File: config.mk
export PLATFORM = sky130hd
export DESIGN_NAME = collision_detect
export DESIGN_NICKNAME = d
export VERILOG_FILES = /design/src/rtl/pong_pkg.sv /design/src/rtl/col_pulse_fsm.sv /design/src/rtl/collision_detect.sv
export SDC_FILE = /design/constraint.sdc
export NUM_CORES = 1
export LEC_CHECK = 0
export ABC_AREA = 1
export BUFFER_PORTS_ARGS = -buffer_cell sky130_fd_sc_hd__buf_4
export CAP_MARGIN = 20
export CORE_ASPECT_RATIO = 0.7
export CORE_MARGIN = 5
export CORE_UTILIZATION = 30
export CTS_CLUSTER_DIAMETER = 40
export DETAILED_ROUTE_END_ITERATION = 6
export PLACE_DENSITY_LB_ADDON = 0.12
export SLEW_MARGIN = 20
export SYNTH_ARGS = -nofsm -noshare
export SYNTH_HDL_FRONTEND = slang
export SYNTH_SLANG_ARGS = --single-unit
File: constraint.sdc
create_clock -name clk -period 2 [get_ports clk]
set_clock_uncertainty 0.2 [all_clocks]
set_input_delay 0 -clock clk [delete_from_list [all_inputs] [get_ports clk]]
set_output_delay 0 -clock clk [all_outputs]
set_load 0.01 [all_outputs]
File: src/rtl/pong_pkg.sv
// Shared Pong screen geometry and FSM state encodings used by the
// collision and scoring logic.
package pong_pkg;

  localparam int unsigned SCREEN_W       = 640;
  localparam int unsigned SCREEN_H       = 480;
  localparam int unsigned BALL_SIZE      = 8;
  localparam int unsigned PADDLE_W       = 8;
  localparam int unsigned PADDLE_H       = 64;
  localparam int unsigned LEFT_PADDLE_X  = 16;
  localparam int unsigned RIGHT_PADDLE_X = 616;

  typedef enum logic [1:0] {
    AX_READY,
    AX_PULSE,
    AX_GUARD
  } axisState_e;

  typedef enum logic {
    SRV_PLAY,
    SRV_HOLD
  } serveState_e;

endpackage

File: src/rtl/col_pulse_fsm.sv
// Per-axis collision debouncer: turns a detected contact into a fixed-length
// pulse, then ignores further contacts on this axis for a number of move ticks.
module col_pulse_fsm
  import pong_pkg::*;
#(
  parameter int unsigned PULSE_LEN   = 4,
  parameter int unsigned GUARD_TICKS = 4
) (
  input  logic clk,
  input  logic reset,
  input  logic tick,
  input  logic eval,
  input  logic hit,
  input  logic enable,
  output logic pulse
);

  localparam int unsigned CNT_MAX = (PULSE_LEN > GUARD_TICKS) ? PULSE_LEN : GUARD_TICKS;
  localparam int          CW      = $clog2(CNT_MAX + 1);

  axisState_e    state;
  logic [CW-1:0] cnt;

  // NOTE: sequential state uses non-blocking assignments so every register
  // samples pre-edge values, regardless of statement order.
  always_ff @(posedge clk or posedge reset) begin
    if (reset) begin
      state <= AX_READY;
      cnt   <= '0;
      pulse <= 1'b0;
    end else begin
      case (state)
        AX_READY: begin
          if (eval && hit && enable) begin
            state <= AX_PULSE;
            cnt   <= '0;
            pulse <= 1'b1;
          end
        end
        AX_PULSE: begin
          if (cnt == CW'(PULSE_LEN - 1)) begin
            state <= AX_GUARD;
            cnt   <= '0;
            pulse <= 1'b0;
          end else begin
            cnt <= cnt + CW'(1);
          end
        end
        AX_GUARD: begin
          // Contacts are dropped here; only move ticks advance the guard.
          if (tick) begin
            if (cnt == CW'(GUARD_TICKS - 1)) begin
              state <= AX_READY;
              cnt   <= '0;
            end else begin
              cnt <= cnt + CW'(1);
            end
          end
        end
        default: begin
          state <= AX_READY;
          cnt   <= '0;
          pulse <= 1'b0;
        end
      endcase
    end
  end

endmodule

File: src/rtl/collision_detect.sv
// Ball-vs-wall/paddle collision detection with debounced direction-flip
// pulses, miss detection, scoring, serve request and game-over latch.
module collision_detect
  import pong_pkg::*;
#(
  parameter int unsigned PULSE_LEN   = 4,
  parameter int unsigned GUARD_TICKS = 4,
  parameter int unsigned SERVE_HOLD  = 16,
  parameter int unsigned SCORE_MAX   = 9
) (
  input  logic       clk,
  input  logic       reset,
  input  logic       tick,
  input  logic [9:0] xCoord,
  input  logic [8:0] yCoord,
  input  logic [8:0] lPaddleY,
  input  logic [8:0] rPaddleY,
  output logic       vCol,
  output logic       hCol,
  output logic [3:0] lScore,
  output logic [3:0] rScore,
  output logic       serve,
  output logic       gameOver
);

  localparam int HW = $clog2(SERVE_HOLD + 1);

  logic        eval;
  logic [10:0] xRight;
  logic [9:0]  yBottom;
  logic [9:0]  lPadBottom;
  logic [9:0]  rPadBottom;
  logic        wallHit;
  logic        lPadHit;
  logic        rPadHit;
  logic        paddleHit;
  logic        lScores;
  logic        rScores;

  serveState_e   srvState;
  logic [HW-1:0] holdCnt;

  // Coordinates move on tick, so they are judged one clock later.
  always_ff @(posedge clk or posedge reset) begin
    if (reset) eval <= 1'b0;
    else       eval <= tick;
  end

  // Edge sums carry one extra bit so they cannot wrap near the screen limits.
  assign xRight     = {1'b0, xCoord}   + 11'(BALL_SIZE);
  assign yBottom    = {1'b0, yCoord}   + 10'(BALL_SIZE);
  assign lPadBottom = {1'b0, lPaddleY} + 10'(PADDLE_H);
  assign rPadBottom = {1'b0, rPaddleY} + 10'(PADDLE_H);

  assign wallHit = (yCoord == '0) || (yBottom >= 10'(SCREEN_H));

  assign lPadHit = (xCoord >= 10'(LEFT_PADDLE_X))
                && (xCoord <= 10'(LEFT_PADDLE_X + PADDLE_W))
                && (yBottom > {1'b0, lPaddleY})
                && ({1'b0, yCoord} < lPadBottom);

  assign rPadHit = (xRight >= 11'(RIGHT_PADDLE_X))
                && (xRight <= 11'(RIGHT_PADDLE_X + PADDLE_W))
                && (yBottom > {1'b0, rPaddleY})
                && ({1'b0, yCoord} < rPadBottom);

  assign paddleHit = lPadHit || rPadHit;
  assign rScores   = (xCoord == '0) && !paddleHit;
  assign lScores   = (xRight >= 11'(SCREEN_W)) && !paddleHit;

  col_pulse_fsm #(
    .PULSE_LEN  (PULSE_LEN),
    .GUARD_TICKS(GUARD_TICKS)
  ) u_vAxis (
    .clk   (clk),
    .reset (reset),
    .tick  (tick),
    .eval  (eval),
    .hit   (wallHit),
    .enable(!gameOver),
    .pulse (vCol)
  );

  col_pulse_fsm #(
    .PULSE_LEN  (PULSE_LEN),
    .GUARD_TICKS(GUARD_TICKS)
  ) u_hAxis (
    .clk   (clk),
    .reset (reset),
    .tick  (tick),
    .eval  (eval),
    .hit   (paddleHit),
    .enable(!gameOver),
    .pulse (hCol)
  );

  always_ff @(posedge clk or posedge reset) begin
    if (reset) begin
      srvState <= SRV_PLAY;
      holdCnt  <= '0;
      serve    <= 1'b0;
      lScore   <= '0;
      rScore   <= '0;
      gameOver <= 1'b0;
    end else begin
      // NOTE: a later non-blocking assignment in the same block overrides this
      // default, which keeps serve a single-clock pulse.
      serve <= 1'b0;
      case (srvState)
        SRV_PLAY: begin
          if (eval && !gameOver && (lScores || rScores)) begin
            serve    <= 1'b1;
            srvState <= SRV_HOLD;
            holdCnt  <= '0;
            if (lScores) begin
              if (lScore < 4'(SCORE_MAX))      lScore   <= lScore + 4'd1;
              if (lScore == 4'(SCORE_MAX - 1)) gameOver <= 1'b1;
            end else begin
              if (rScore < 4'(SCORE_MAX))      rScore   <= rScore + 4'd1;
              if (rScore == 4'(SCORE_MAX - 1)) gameOver <= 1'b1;
            end
          end
        end
        SRV_HOLD: begin
          if (tick) begin
            if (holdCnt == HW'(SERVE_HOLD - 1)) begin
              srvState <= SRV_PLAY;
              holdCnt  <= '0;
            end else begin
              holdCnt <= holdCnt + HW'(1);
            end
          end
        end
        default: begin
          srvState <= SRV_PLAY;
          holdCnt  <= '0;
        end
      endcase
    end
  end

endmodule
# Word level (Yosys, flattened, before mapping)
# Cells that the tools add are included.
[word_totals] reg_bits=29 inputBits=40 out_inout_bits=12 word_cells=128
[op_classes] add_sub_neg=9 order_cmp=12 n_eq_ne=20 muxes=36 bitwise=4 n_reduce_logical=34
[op_table] operator="greater-or-equal comparator 11 x 10 -> 1 bit, second input constant" n=2
[op_table] operator="adder 9 x 7 -> 10 bit, second input constant" n=2
[op_table] operator="> comparator 10 x 9 -> 1 bit" n=2
[op_table] operator="< comparator 9 x 10 -> 1 bit" n=2
[op_table] operator="AND reduction 4 bit" n=5
[op_table] operator="2-to-1 mux 3 bit" n=6
[op_table] operator="one-hot mux 3 bit (3 select lines)" n=2
[op_table] operator="2-to-1 mux 2 bit" n=8
[op_table] operator="2-to-1 mux 5 bit" n=3
[op_table] operator="logical AND 1 bit" n=14
[op_table] operator="inequality test 2 x 1 -> 1 bit, second input constant" n=7
[op_table] operator="one-hot mux 2 bit (3 select lines)" n=2
[op_table] operator="adder 10 x 4 -> 11 bit, second input constant" n=1
[op_table] operator="<= comparator 11 x 10 -> 1 bit, second input constant" n=1
[op_table] operator="2-to-1 mux 1 bit" n=11
[op_table] operator="adder 9 x 4 -> 10 bit, second input constant" n=1
[op_table] operator="greater-or-equal comparator 10 x 5 -> 1 bit, second input constant" n=1
[op_table] operator="greater-or-equal comparator 10 x 9 -> 1 bit, second input constant" n=1
[op_table] operator="<= comparator 10 x 5 -> 1 bit, second input constant" n=1
[op_table] operator="zero test 10 bit" n=1
[op_table] operator="one-hot mux 5 bit (2 select lines)" n=1
[op_table] operator="zero test 9 bit" n=1
[op_table] operator="adder 4 x 1 -> 4 bit, second input constant" n=2
[op_table] operator="== test 4 bit, second input constant" n=2
[op_table] operator="17 further kinds" n=36

# Depth between registers and ports, before layout
# Gate-level depths: netlist of the first run.
[depth] word_depth=12 depth_mapped=20 ltp_nobuf=20

# Hierarchy
# Synthesis of the first run repeated with hierarchy kept, for this count alone.
[hier_totals] hier_cells=397 area_unflattened_um2=2904.0
[by_module_without_submodules] module="collision_detect" n_inst=1 cells_per_inst=307 area_per_inst_um2=2155.8 seq_area_each_um2=425.4
[by_module_without_submodules] module="col_pulse_fsm" n_inst=2 cells_per_inst=45 area_per_inst_um2=374.1 seq_area_each_um2=150.1

# Worst setup path before layout of the first run
# Ideal clock, no wire load.
[synth_timing] path_kind="input port to flip-flop" from="input yCoord[3]" to="register u_hAxis.cnt[2]" setup_ns=0.118 t_arrival_ns=1.670 required_time_ns=1.682 slack_ns=0.012 stages=19 n_path_buf=0 cell_sequence="ha_1 nand3_1 nand2_1 nand2_1 inv_1 ha_1 nand2_1 nor2_1 nand3_1 nor2_1 nor2_1 nor2_1 nand3_1 nand2_1 nand2_1 nand2_4 nand2_4 nand2_1 o21ai_2"
[synth_via] elab_chain_cells=9 word_cells_on_any_way=14 classes_between="1 x add/sub; 4 x order compare; 1 x eq/ne; 8 x reduce/logical"
[synth_lines] item="start, declared" line_no="collision_detect.sv:15" source="input logic [8:0] yCoord,"
[synth_lines] item="adder 9 x 4 -> 10 bit" line_no="collision_detect.sv:51" source="assign yBottom = {1'b0, yCoord} + 10'(BALL_SIZE);"
[synth_lines] item="> comparator 10 x 9 -> 1 bit (on tied branches)" line_no="collision_detect.sv:59, collision_detect.sv:64"
[synth_lines] item="logical AND 1 bit (on tied branches)" line_no="collision_detect.sv:59, collision_detect.sv:64"
[synth_lines] item="logical AND 1 bit (on tied branches)" line_no="collision_detect.sv:60, collision_detect.sv:65"
[synth_lines] item="logical OR 1 bit *" line_no="collision_detect.sv:67" source="assign paddleHit = lPadHit || rPadHit;"
[synth_lines] item="logical AND 1 bit * (2 in series)" line_no="col_pulse_fsm.sv:34" source="if (eval && hit && enable) begin"
[synth_lines] item="inequality test 2 x 1 -> 1 bit (no line) *"
[synth_lines] item="AND reduction 2 bit (no line) *"
[synth_lines] item="end signal, assigned" line_no="col_pulse_fsm.sv:46" source="cnt <= cnt + CW'(1);"
[synth_lines] item="end signal, assigned" line_no="col_pulse_fsm.sv:56" source="cnt <= cnt + CW'(1);"
[synth_lines] item="end, declared" line_no="col_pulse_fsm.sv:22" source="logic [CW-1:0] cnt;"
# Mark *: on every way between the ends. The rest lies on a longest branch, timed or not.
# A chain may end at the register's enable or synchronous reset.

# Worst setup path in the final report of the first run
[layout_timing] from="input yCoord[3]" to="register u_hAxis.pulse"
[layout_via] elab_chain_cells=9 word_cells_on_any_way=14 classes_between="1 x add/sub; 4 x order compare; 1 x eq/ne; 8 x reduce/logical"
[layout_lines] item="adder 9 x 4 -> 10 bit" line_no="collision_detect.sv:51"
[layout_lines] item="> comparator 10 x 9 -> 1 bit (on tied branches)" line_no="collision_detect.sv:59, collision_detect.sv:64"
[layout_lines] item="logical AND 1 bit (on tied branches)" line_no="collision_detect.sv:59, collision_detect.sv:64"
[layout_lines] item="logical AND 1 bit (on tied branches)" line_no="collision_detect.sv:60, collision_detect.sv:65"
[layout_lines] item="logical OR 1 bit *" line_no="collision_detect.sv:67"
[layout_lines] item="logical AND 1 bit * (2 in series)" line_no="col_pulse_fsm.sv:34"
[layout_lines] item="inequality test 2 x 1 -> 1 bit (no line) *"
[layout_lines] item="AND reduction 3 bit (no line) *"
[layout_lines] item="end signal, assigned" line_no="col_pulse_fsm.sv:30" source="pulse <= 1'b0;"
[layout_lines] item="end signal, assigned" line_no="col_pulse_fsm.sv:37" source="pulse <= 1'b1;"
[layout_lines] item="end signal, assigned" line_no="col_pulse_fsm.sv:44" source="pulse <= 1'b0;"
[layout_lines] item="end, declared" line_no="col_pulse_fsm.sv:15" source="output logic pulse"
# Marks and branches as above.

==> qor.yml, run 1 <==
cts:
  clkSlewWorstSetupHoldPaths_ns: 0.05
  clockBufferDepth: 2
  cts.htree.levels: 2
  cts_sinks: 29
  cts_buffers: 5
  cts_tree: "built"
  clockRootBuffer: "clkbuf_16"
  insertion_delay_ns: 0.27
logic_synthesis:
  synth-seq-cells: 29
  syn_inst: 405
  synth_compound_area_frac: 0.114
  synth.area.mux_share: 0
  yosys.area_share.simple: 0.287
  synthAdderAreaFrac: 0.220
  syn_nets: 497
  avgSynthCellArea_um2: 7.30
  ys_types: 37
  synth_warnings: 0
  ys_seq_area_frac: 0.246
  synth_top_family_by_area: "simple AND/OR/NAND/NOR gates"
  syn_area_mm2: 0.00296
  synth-xor-area-share: 0.0326
grt:
  overflow: 0
  grt_max_degree: 30
  grt_pass1_wl_mm: 12.3
  gr-usage-all-layers: 0.125
  grt_pass1_vias: 2669
  grt_antenna_before_repair: 0
timing:
  slew_viol_final: 0
  rsz0062_at_grt: "true"
  worst_pin_slew_ns: 0.377
  period_needed_ns: 1.95
  fmax_mhz: 514
  slew_headroom: 0.749
  setup_viol: 0
  fin_crit_sh: 0.973
  final_hold_viol_count: 0
  whs_ns: 0.123
  fin_tns_setup_ns: 0
hold_path:
  min_path_type: "in2reg"
placement:
  gp_congestion: 0.837
  portBuffers: 51
  place_hpwl_mm: 6.13
finish:
  syn2layout_area_growth_pct: 38.6
  fin_nets: 587
  final_common_cell: "buf_4"
  n_fill_cell: 1005
  most-common-layout-cells: "75 x buf_4, 71 x inv_1, 71 x nand2_1"
  layout-drive-gt1-share: 0.281
  insertedDiodeCount: 0
drt:
  ant_nets: 0
  drt_iter0_markers: 130
  dr.pass1.iters: 4
  drc_errors: 0
  vias_per_cell: 4.46
  vias: 2777
  post_drt_wl_per_cell_um: 11.7
  wirelength_mm: 7.32
critical_path:
  crit_fanout: 6
  crit_required_ns: 1.96
  worstSetupPathType: "in2reg"
  crit_arrival_ns: 1.91
  end_kind: "flop"
  crit_path_cell_trace: "buf_12 > nand3_4 > nor3_4 > xor2_2 > ha_4 > a21oi_2 > o21a_1 > nand3_1 > nor2_1 > nor2_1 > nand3_1 > nand2_1 > nand2_2 > nand2_4 > buf_6 > nand4_1 > nand2_1"
  worst_path_max_delay_cell: "ha_4"
  critPathLaunchType: "input port"
  cp_slowest_stage_delay_ns: 0.25
floorplanning:
  die_width_um: 129
  die_h_um: 93.0
  die_area_mm2: 0.0120
  coreArea_mm2: 0.00965
  io_pins: 52
  start_util: 0.306
  rows: 30
pwr:
  power_leakage_nw: 2.22
  p_per_area_mw_per_mm2: 444
  irDropWorstVdd_uv: 321
flow_run:
  drv_cap: 0
outcome:
  outcome: "completed"
## logic make-up after synthesis
| kind of cell | count (synthesis) |
|---|---|
| compound gates | 55 |
| flops | 29 |
| fa+ha+maj | 52 |
| buf+inv | 78 |
| xor+xnor | 11 |
| simple gates | 180 |
## report_power, final
group	internal, W	switching [W]
Sequential	0.000589	0.000000270
Clock	0.000487	0.000236
Combinational	0.000244	0.000261
## final timing paths
check,start,to,slack [ns],depth (start not counted)
setup / recovery,yCoord[3],u_hAxis.pulse,0.05,17
max in group asynchronous,reset,u_hAxis.cnt[1],1.15,4
setup reg to reg,lScore[0],lScore[2],0.38,6
hold / removal,xCoord[0],serve,0.12,8
hold reg to reg,u_vAxis.cnt[1],u_vAxis.cnt[1],0.29,2
min in group asynchronous,reset,holdCnt[1],0.18,4
## stage by stage
step            util  setup WS (ns)  total power [W]  instances  instance area (µm²)
6_report       0.425         0.0540          0.00182        623                 4100
5_1_grt        0.425         -0.118          0.00193        623                 4100
4_1_cts        0.402        0.00202          0.00178        619                 3880
3_5_place_dp   0.383         -0.334          0.00104        610                 3690
3_3_place_gp   0.383         -0.290          0.00104        610                 3690
2_1_floorplan      -         0.0118         0.000831        405                 2960
## layout make-up
cell class	count	area, µm²	share of cell area
multi-input cells	298	2110	0.515
well taps	128	160	0.0391
clock buffers	7	143	0.0348
flip-flops and latches	29	726	0.177
repair buffers	83	659	0.161
inverters	78	298	0.0727
## critical path: cells and delay by family
kind,cells,cell delay (ns)
AO/OA/AOI/OAI,2,0.26
XOR/XNOR,1,0.23
adder cells (fa/ha/maj),1,0.25
buffers and inverters,2,0.22
AND/OR/NAND/NOR,11,0.93
## flip-flops by register name, indices dropped and copies added (netlist names)
| name | flops |
|---|---|
| u_hAxis.cnt | 3 |
| u_vAxis.cnt | 3 |
| u_vAxis.state | 2 |
| srvState | 1 |
| u_hAxis.state | 2 |
| u_vAxis.pulse | 1 |
| rScore | 4 |
| serve | 1 |
| holdCnt | 5 |
| eval | 1 |
| gameOver | 1 |
| u_hAxis.pulse | 1 |
| lScore | 4 |
## repair_timing
action                                  in CTS  in global routing
pin swaps                                    0                 23
gates resized for setup                      4                 38
hold buffers                                 2                  0
buffers inserted                             0                  4
gates cloned                                 0                  0
endpoints found under the setup margin       6                  6
endpoints found under the hold margin       36                  0
## metal layers
| layer | up-vias | global-route usage | part of all wire |
|---|---|---|---|
| li1 | 1494 | - | - |
| met2 | 47 | 0.171 | 0.40 |
| met4 | 0 | 0.0157 | 0.0037 |
| met5 | - | 0 | 0 |
| met1 | 1234 | 0.202 | 0.56 |
| met3 | 2 | 0.0251 | 0.041 |
## synth_stat cells
cell type  count  area, µm²
o21ai_0       12       60.1
and2_4         1       8.76
nand2_4        3       33.8
o22ai_1        1       6.26
ha_1          52        651
nand4_1       12       75.1
nand2_2        7       43.8
dfrtp_1       29        726
nand2_8        1       20.0
a22oi_1        1       7.51
nor2_2         1       6.26
and2_1         2       12.5
inv_1         74        278
a21boi_4       1       18.8
nor3_1         4       20.0
a31oi_1        5       31.3
o31ai_1        1       7.51
inv_6          1       8.76
nand2_1       77        289
nor2_1        37        139
o21ai_2        4       35.0
a21boi_0       1       7.51
nor3b_1        1       7.51
xor2_1         9       78.8
nor4_1         1       6.26
o21ai_1        1       5.00
o21bai_1       3       22.5
a21o_1         2       15.0
o211ai_1       1       7.51
nand3_1       28        140
o21a_1         1       7.51
a21oi_1       21        105
inv_2          3       11.3
xnor2_1        2       17.5
and3_1         1       6.26
nor3_2         1       10.0
nand3_2        3       30.0
No activity file was read; power rests on OpenSTA's default activity.
==> run 2, diff against run 1 <==
Settings changed: SYNTH_HIERARCHICAL set to 1.
Clock period 2 ns to 1.7 ns, I/O delays scaled along.
==> run 2 against run 1 <==
Core utilization rose by 0.95 points. Worst hold slack got worse by 0.097 ns. Flip-flop and latch count did not move. Setup slack got worse by 0.32 ns. Sequential share of layout area fell by 0.25 points. Critical path type unchanged. Clock power rose by 16%. Via count rose by 2.8%. The run now ends with negative setup slack left. Combinational power rose by 9.3%.
==> qor.yml, run 2 <==
drt:
  wirelength_mm: 7.51  # +2.6%
  vias: 2854  # +2.8%
  post_drt_wl_per_cell_um: 11.8  # +0.22%
  dr.pass1.iters: 4  # unchanged
  vias_per_cell: 4.47  # +0.36%
  drc_errors: 0  # unchanged
  drt_iter0_markers: 110  # -15%
  ant_nets: 0  # unchanged
cts:
  cts_tree: "built"
  clockBufferDepth: 2  # unchanged
  clockRootBuffer: "clkbuf_16"
  cts.htree.levels: 2  # unchanged
  cts_sinks: 29  # unchanged
  clkSlewWorstSetupHoldPaths_ns: 0.05  # about the same
  cts_buffers: 5  # unchanged
  insertion_delay_ns: 0.27  # about the same
grt:
  gr-usage-all-layers: 0.134  # +0.00920
  grt_pass1_wl_mm: 13.1  # +7.1%
  grt_pass1_vias: 2905  # +8.8%
  overflow: 0  # unchanged
  grt_antenna_before_repair: 0  # unchanged
  grt_max_degree: 18  # -40%
logic_synthesis:
  synth.area.mux_share: 0  # unchanged
  yosysTopAreaCellShare: 0.250  # +0.00434
  syn_area_mm2: 0.00290  # -1.7%
  ys_types: 30  # -19%
  synth_top_family_by_area: "simple AND/OR/NAND/NOR gates"
  synth-xor-area-share: 0.0241  # -0.00847
  synth_compound_area_frac: 0.112  # -0.00230
  syn_inst: 397  # -2.0%
  synthAdderAreaFrac: 0.220  # -0.000420
  yosys.cell_count.top_type: "nand2_1"
  ys_top_cells_by_count: "84 x nand2_1, 72 x inv_1, 51 x ha_1, 32 x nand3_1, 29 x dfrtp_1"
  synth_warnings: 6  # +6
  avgSynthCellArea_um2: 7.31  # +0.24%
  synth.area.top_cells: "dfrtp_1 25%, ha_1 22%, nand2_1 11%"
  yosys.area_share.simple: 0.296  # +0.00938
  synth_edf_count: 0  # unchanged
  yosys.area.top_type: "dfrtp_1"
  synthFlopType: "dfrtp_1"
  synth-seq-cells: 29  # unchanged
  async_flop_share: 1.00  # unchanged
  syn_nets: 488  # -1.8%
  ys_seq_area_frac: 0.250  # +0.00434
critical_path:
  crit_path_cell_trace: "buf_8 > nand4_1 > nor2_1 > xor2_1 > ha_1 > and3_4 > nand3b_1 > nand2_1 > a21oi_2 > nand4_1 > nand2_1 > nand3_2 > nand2_4 > nand2_4 > o21bai_1 > nand2_1"
  rr_startpoint: "rScore[1]"
  rr_worst_depth: 7  # +1
  crit_required_ns: 1.66  # -0.30 ns
  r2r_slack_ns: 0.16  # -0.22 ns
  crit_top_cell: "nand2_1"
  end_kind: "flop"
  r2r_end: "rScore[2]"
  worstSetupPathType: "in2reg"
  crit_arrival_ns: 1.93  # +0.02 ns
  crit_fanout: 6  # unchanged
  worst_path_max_delay_cell: "ha_1"
  cp_slowest_stage_delay_ns: 0.29  # +0.04 ns
  critPathLaunchType: "input port"
flow_run:
  drv_cap: 0  # unchanged
timing:
  final_hold_viol_count: 0  # unchanged
  worst_pin_slew_ns: 0.342  # -0.0349 ns
  slew_viol_final: 0  # unchanged
  fmax_mhz: 509
  setup_viol: 6  # +6
  period_needed_ns: 1.96
  slew_headroom: 0.771  # +0.0225
  fin_crit_sh: 1.16
  fin_ws_ns: -0.264  # -0.318 ns
  rsz0062_at_grt: "true"
pwr:
  irDropWorstVdd_uv: 310  # -3.4%
  power.total_w: 0.00208  # +15%
  p_per_area_mw_per_mm2: 502  # +13%
  power_leakage_nw: 2.21  # -0.73%
floorplanning:
  die_width_um: 128  # -0.80%
  start_util: 0.303  # -0.00296
  rows: 30  # unchanged
  die_h_um: 92.3  # -0.78%
  coreArea_mm2: 0.00957  # -0.78%
  io_pins: 52  # unchanged
  die_area_mm2: 0.0118  # -1.6%
outcome:
  violations: "negative setup slack"
  outcome: "complete, but fails checks"
hold_path:
  min_path_type: "in2async"
finish:
  fin_area_mm2: 0.00415  # +1.4%
  fin_nets: 600  # +2.2%
  top_register: "holdCnt"
  n_fill_cell: 988  # -1.7%
  final_common_cell: "buf_4"
  layout-drive-gt1-share: 0.314  # +0.0329
  largest_reg_flops: 5  # unchanged
  most-common-layout-cells: "99 x buf_4, 80 x nand2_1, 72 x inv_1"
  syn2layout_area_growth_pct: 43.0
  biggestRegsByFlops: "holdCnt (5), lScore (4), rScore (4)"
  insertedDiodeCount: 0  # unchanged
placement:
  gp_congestion: 0.790  # -5.6%
  place_hpwl_mm: 6.30  # +2.9%
  placed_area_mm2: 0.00386  # +4.5%
  portBuffers: 51  # unchanged
run 2: cells by family (layout without fill, tap and decap cells):
kind of cell	Yosys count	after routing
and+or+nand+nor	177	177
buffers and inverters	76	189
AOI/OAI and AO/OA	56	56
adders and majority gates	51	51
DFF	29	29
xor gates and xnor gates	8	8
run 2: repair_timing:
| action | CTS | global route |
|---|---|---|
| gates resized for setup | 18 | 5 |
| hold buffers | 2 | 0 |
| pin swaps | 20 | 15 |
| setup buffers | 1 | 0 |
| endpoints found under the setup margin | 6 | 6 |
| endpoints found under the hold margin | 34 | 0 |
run 2: power by group:
part	switching [W]	internal [W]	leakage (nW)	total, W
registers	0.00000140	0.000693	0.361	0.000694
clock network	0.000303	0.000536	0.0706	0.000839
logic	0.000270	0.000281	1.77	0.000551
total	0.000574	0.00151	2.21	0.00208
run 2: through the flow:
| step | utilization | cells | hold slack (ns) | setup slack [ns] | setup TNS [ns] |
|---|---|---|---|---|---|
| 3_5_place_dp | 0.403 | 627 | -0.236 | -0.601 | -4.21 |
| 3_3_place_gp | 0.403 | 627 | -0.237 | -0.533 | -3.64 |
| 4_1_cts | 0.432 | 638 | 0.0306 | -0.281 | -1.41 |
| 2_1_floorplan | - | 397 | -0.409 | -0.251 | -1.19 |
| 5_1_grt | 0.434 | 638 | 0.0606 | -0.426 | -2.24 |
| 6_report | 0.434 | 638 | 0.0260 | -0.264 | -1.37 |
run 2: metal layers:
metal | vias up | part of all wire | routed length (µm) | GRT usage
met5 | - | 0 | 0 | 0
met4 | 0 | 0.0048 | 36 | 0.0186
met3 | 5 | 0.062 | 469 | 0.0317
met2 | 56 | 0.41 | 3090 | 0.204
met1 | 1279 | 0.52 | 3910 | 0.197
li1 | 1514 | - | - | -
run 2: cell type report:
cell class | count | area, µm² | area share
clock buffers | 6 | 129 | 0.0310
clock inverters | 2 | 10.0 | 0.00241
inverters | 76 | 285 | 0.0687
multi-input cells | 292 | 2020 | 0.487
flip-flops and latches | 29 | 726 | 0.175
well taps | 128 | 160 | 0.0386
repair buffers | 105 | 820 | 0.197
run 2: how the worst max path moves through the flow:
stage,startpoint,to,slack [ns],depth (start not counted)
global route,yCoord[3],u_hAxis/state[0],-0.43,17
CTS,yCoord[6],u_hAxis/state[1],-0.28,16
floorplan,yCoord[4],u_hAxis/state[0],-0.25,16
detailed placement,yCoord[3],u_hAxis/state[0],-0.60,16
finish,yCoord[3],u_hAxis/state[0],-0.26,16
global placement,yCoord[3],u_hAxis/state[0],-0.53,17
run 2: critical path, delay by kind of cell:
family          cells  cell delay (ns)
buf+inv             1             0.09
compound gates      2             0.24
simple gates       11             1.07
fa+ha+maj           1             0.29
xor+xnor            1             0.23
==> run 3, diff against run 2 <==
Settings changed: REMOVE_ABC_BUFFERS set to 1.
==> run 3 against run 2 <==
The run still ends with negative setup slack left. Clock-buffer cell count rose by 2. Final cell count rose by 0.63%. Clock power down 2.6%. Largest cell class unchanged. Largest power group unchanged. Highest routed layer unchanged.
==> qor.yml, run 3 (synthesis gave the netlist of run 2 again) <==
outcome:
  outcome: "complete, but fails checks"
  violations: "negative setup slack"
placement:
  placed_area_mm2: 0.00383  # -0.78%
  portBuffers: 51  # unchanged
  place_hpwl_mm: 6.35  # +0.80%
  gp_congestion: 0.797  # +0.85%
pwr:
  pwr-share-clk: 0.388  # -0.015
  irDropWorstVdd_uv: 581  # +87%
  intPower_w: 0.00154  # +1.8%
  seqPwrFrac: 0.329  # -0.004
  switching_share: 0.271  # -0.00480
  power_leakage_nw: 2.22  # +0.72%
  p_per_area_mw_per_mm2: 500  # -0.43%
  p_comb_frac: 0.283  # +0.018
  power.switching_w: 0.000571  # -0.60%
critical_path:
  worst_path_max_delay_cell: "ha_4"
  worstSetupPathType: "in2reg"
  crit_path_cell_trace: "buf_8 > ha_4 > xor2_4 > ha_4 > nand2_2 > nor2_2 > nand2_1 > inv_1 > o21ai_1 > a21oi_2 > nand4_1 > nand2_1 > nand3_1 > nand2_2 > nand2_4 > o21bai_1 > nand2_1"
  rr_worst_depth: 7  # unchanged
  crit_arrival_ns: 1.92  # about the same
  rr_startpoint: "rScore[1]"
  crit_top_cell: "nand2_1"
  worst-path-buf-inv: 2  # +1
  r2r_slack_ns: 0.16  # about the same
  crit_required_ns: 1.65  # about the same
  cp_slowest_stage_delay_ns: 0.28  # about the same
  critPathLaunchType: "input port"
  crit_fanout: 4  # -2
  end_kind: "flop"
  r2r_end: "rScore[1]"
  critical-path-top-delay-family: "simple AND/OR/NAND/NOR gates"
grt:
  grt_pass1_wl_mm: 12.8  # -2.9%
  gr-usage-all-layers: 0.130  # -0.00377
  grt_pass1_vias: 2831  # -2.5%
  grt_antenna_before_repair: 0  # unchanged
  grt_max_degree: 18  # unchanged
  overflow: 0  # unchanged
floorplanning:
  io_pins: 52  # unchanged
  rows: 30  # unchanged
  die_area_mm2: 0.0118  # unchanged
  start_util: 0.303  # unchanged
  die_width_um: 128  # unchanged
  coreArea_mm2: 0.00957  # unchanged
  die_h_um: 92.3  # unchanged
timing:
  setup_viol: 6  # unchanged
  worst_pin_slew_ns: 0.674  # +0.333 ns
  slew_viol_final: 0  # unchanged
  final_hold_viol_count: 0  # unchanged
  slew_headroom: 0.550  # -0.221
  fmax_mhz: 508  # -0.27%
  fin_crit_sh: 1.16  # +0.00311
  period_needed_ns: 1.97  # +0.00528 ns
  fin_tns_setup_ns: -1.47  # -0.102 ns
  rsz0062_at_grt: "true"
  fin_ws_ns: -0.269  # -0.00528 ns
finish:
  largest_reg_flops: 5  # unchanged
  most-common-layout-cells: "102 x buf_4, 76 x nand2_1, 70 x inv_1"
  biggestRegsByFlops: "holdCnt (5), lScore (4), rScore (4)"
  top_register: "holdCnt"
  final_common_cell: "buf_4"
  insertedDiodeCount: 0  # unchanged
  fin_nets: 604  # +0.67%
  syn2layout_area_growth_pct: 45.3
  fin_area_mm2: 0.00422  # +1.6%
  layout-drive-gt1-share: 0.335  # +0.0209
drt:
  ant_nets: 0  # unchanged
  wirelength_mm: 7.64  # +1.8%
  dr.pass1.iters: 4  # unchanged
  drc_errors: 0  # unchanged
  vias: 2853  # -0.035%
  vias_per_cell: 4.44  # -0.66%
  drt_iter0_markers: 84  # -24%
  post_drt_wl_per_cell_um: 11.9  # +1.2%
cts:
  insertion_delay_ns: 0.26  # about the same
  clkSlewWorstSetupHoldPaths_ns: 0.05  # about the same
  cts_tree: "built"
  cts_sinks: 29  # unchanged
  cts_buffers: 5  # unchanged
  cts.htree.levels: 2  # unchanged
  clockRootBuffer: "clkbuf_16"
  clockBufferDepth: 2  # unchanged
flow_run:
  drv_cap: 0  # unchanged
hold_path:
  min_path_type: "in2async"
[run 3: worst register-to-register path, cell delays in order (launching register included)]
cell and delay, ns:
dfrtp_1 0.39, inv_1 0.09, ha_1 0.18, a21oi_1 0.21
nand3b_1 0.18, nor2_4 0.07, nand2_1 0.06, o21ai_1 0.06
[run 3: what timing repair did]
item	in CTS	in global routing
pin swaps	20	13
hold buffers	2	0
buffers inserted	2	3
endpoints found under the hold margin	34	0
setup endpoints to repair	6	9
gates resized for setup	29	12
[run 3: worst max-delay path by stage]
stage,startpoint,end,slack (ns),depth (start not counted)
2_1_floorplan,yCoord[3],u_hAxis/cnt[2],-0.32,16
4_1_cts,yCoord[4],u_hAxis/state[1],-0.29,16
5_1_grt,yCoord[3],u_hAxis/state[1],-0.45,17
3_5_place_dp,yCoord[3],u_hAxis/cnt[2],-0.80,17
3_3_place_gp,yCoord[3],u_hAxis/cnt[2],-0.72,17
6_report,yCoord[3],u_hAxis/state[0],-0.27,17
[run 3: routing by layer]
| layer | track usage | vias to the layer above | share of wire |
|---|---|---|---|
| met2 | 0.194 | 34 | 0.41 |
| met4 | 0.0150 | 0 | 0.0022 |
| li1 | - | 1531 | - |
| met1 | 0.199 | 1286 | 0.55 |
| met3 | 0.0254 | 2 | 0.035 |
| met5 | 0 | - | 0 |
[run 3: power groups by stage]
stage | Clock [W] | Sequential, W | Combinational, W
CTS | 0.000844 | 0.000694 | 0.000570
global route | 0.000878 | 0.000693 | 0.000679
detailed placement | 0 | 0.000705 | 0.000514
floorplan | 0 | 0.000705 | 0.000242
global placement | 0 | 0.000705 | 0.000511
finish | 0.000817 | 0.000694 | 0.000597
[run 3: layout make-up]
cell class | count | area [µm²]
fill | 1001 | 5350
multi-input combinational | 292 | 2060
sequential | 29 | 726
timing repair buffer | 109 | 850
clock buffer | 8 | 136
tap | 128 | 160
inverter | 76 | 285
[run 3: through the flow]
step                      std cells  hold slack, ns  setup WS [ns]  power, W  utilization
after floorplan                 397          -0.409         -0.323  0.000947            -
after global placement          627          -0.236         -0.723   0.00122        0.400
after detailed placement        627          -0.236         -0.797   0.00122        0.400
after CTS                       639          0.0414         -0.286   0.00211        0.431
after global routing            642          0.0789         -0.449   0.00225        0.441
final                           642          0.0375         -0.269   0.00211        0.441
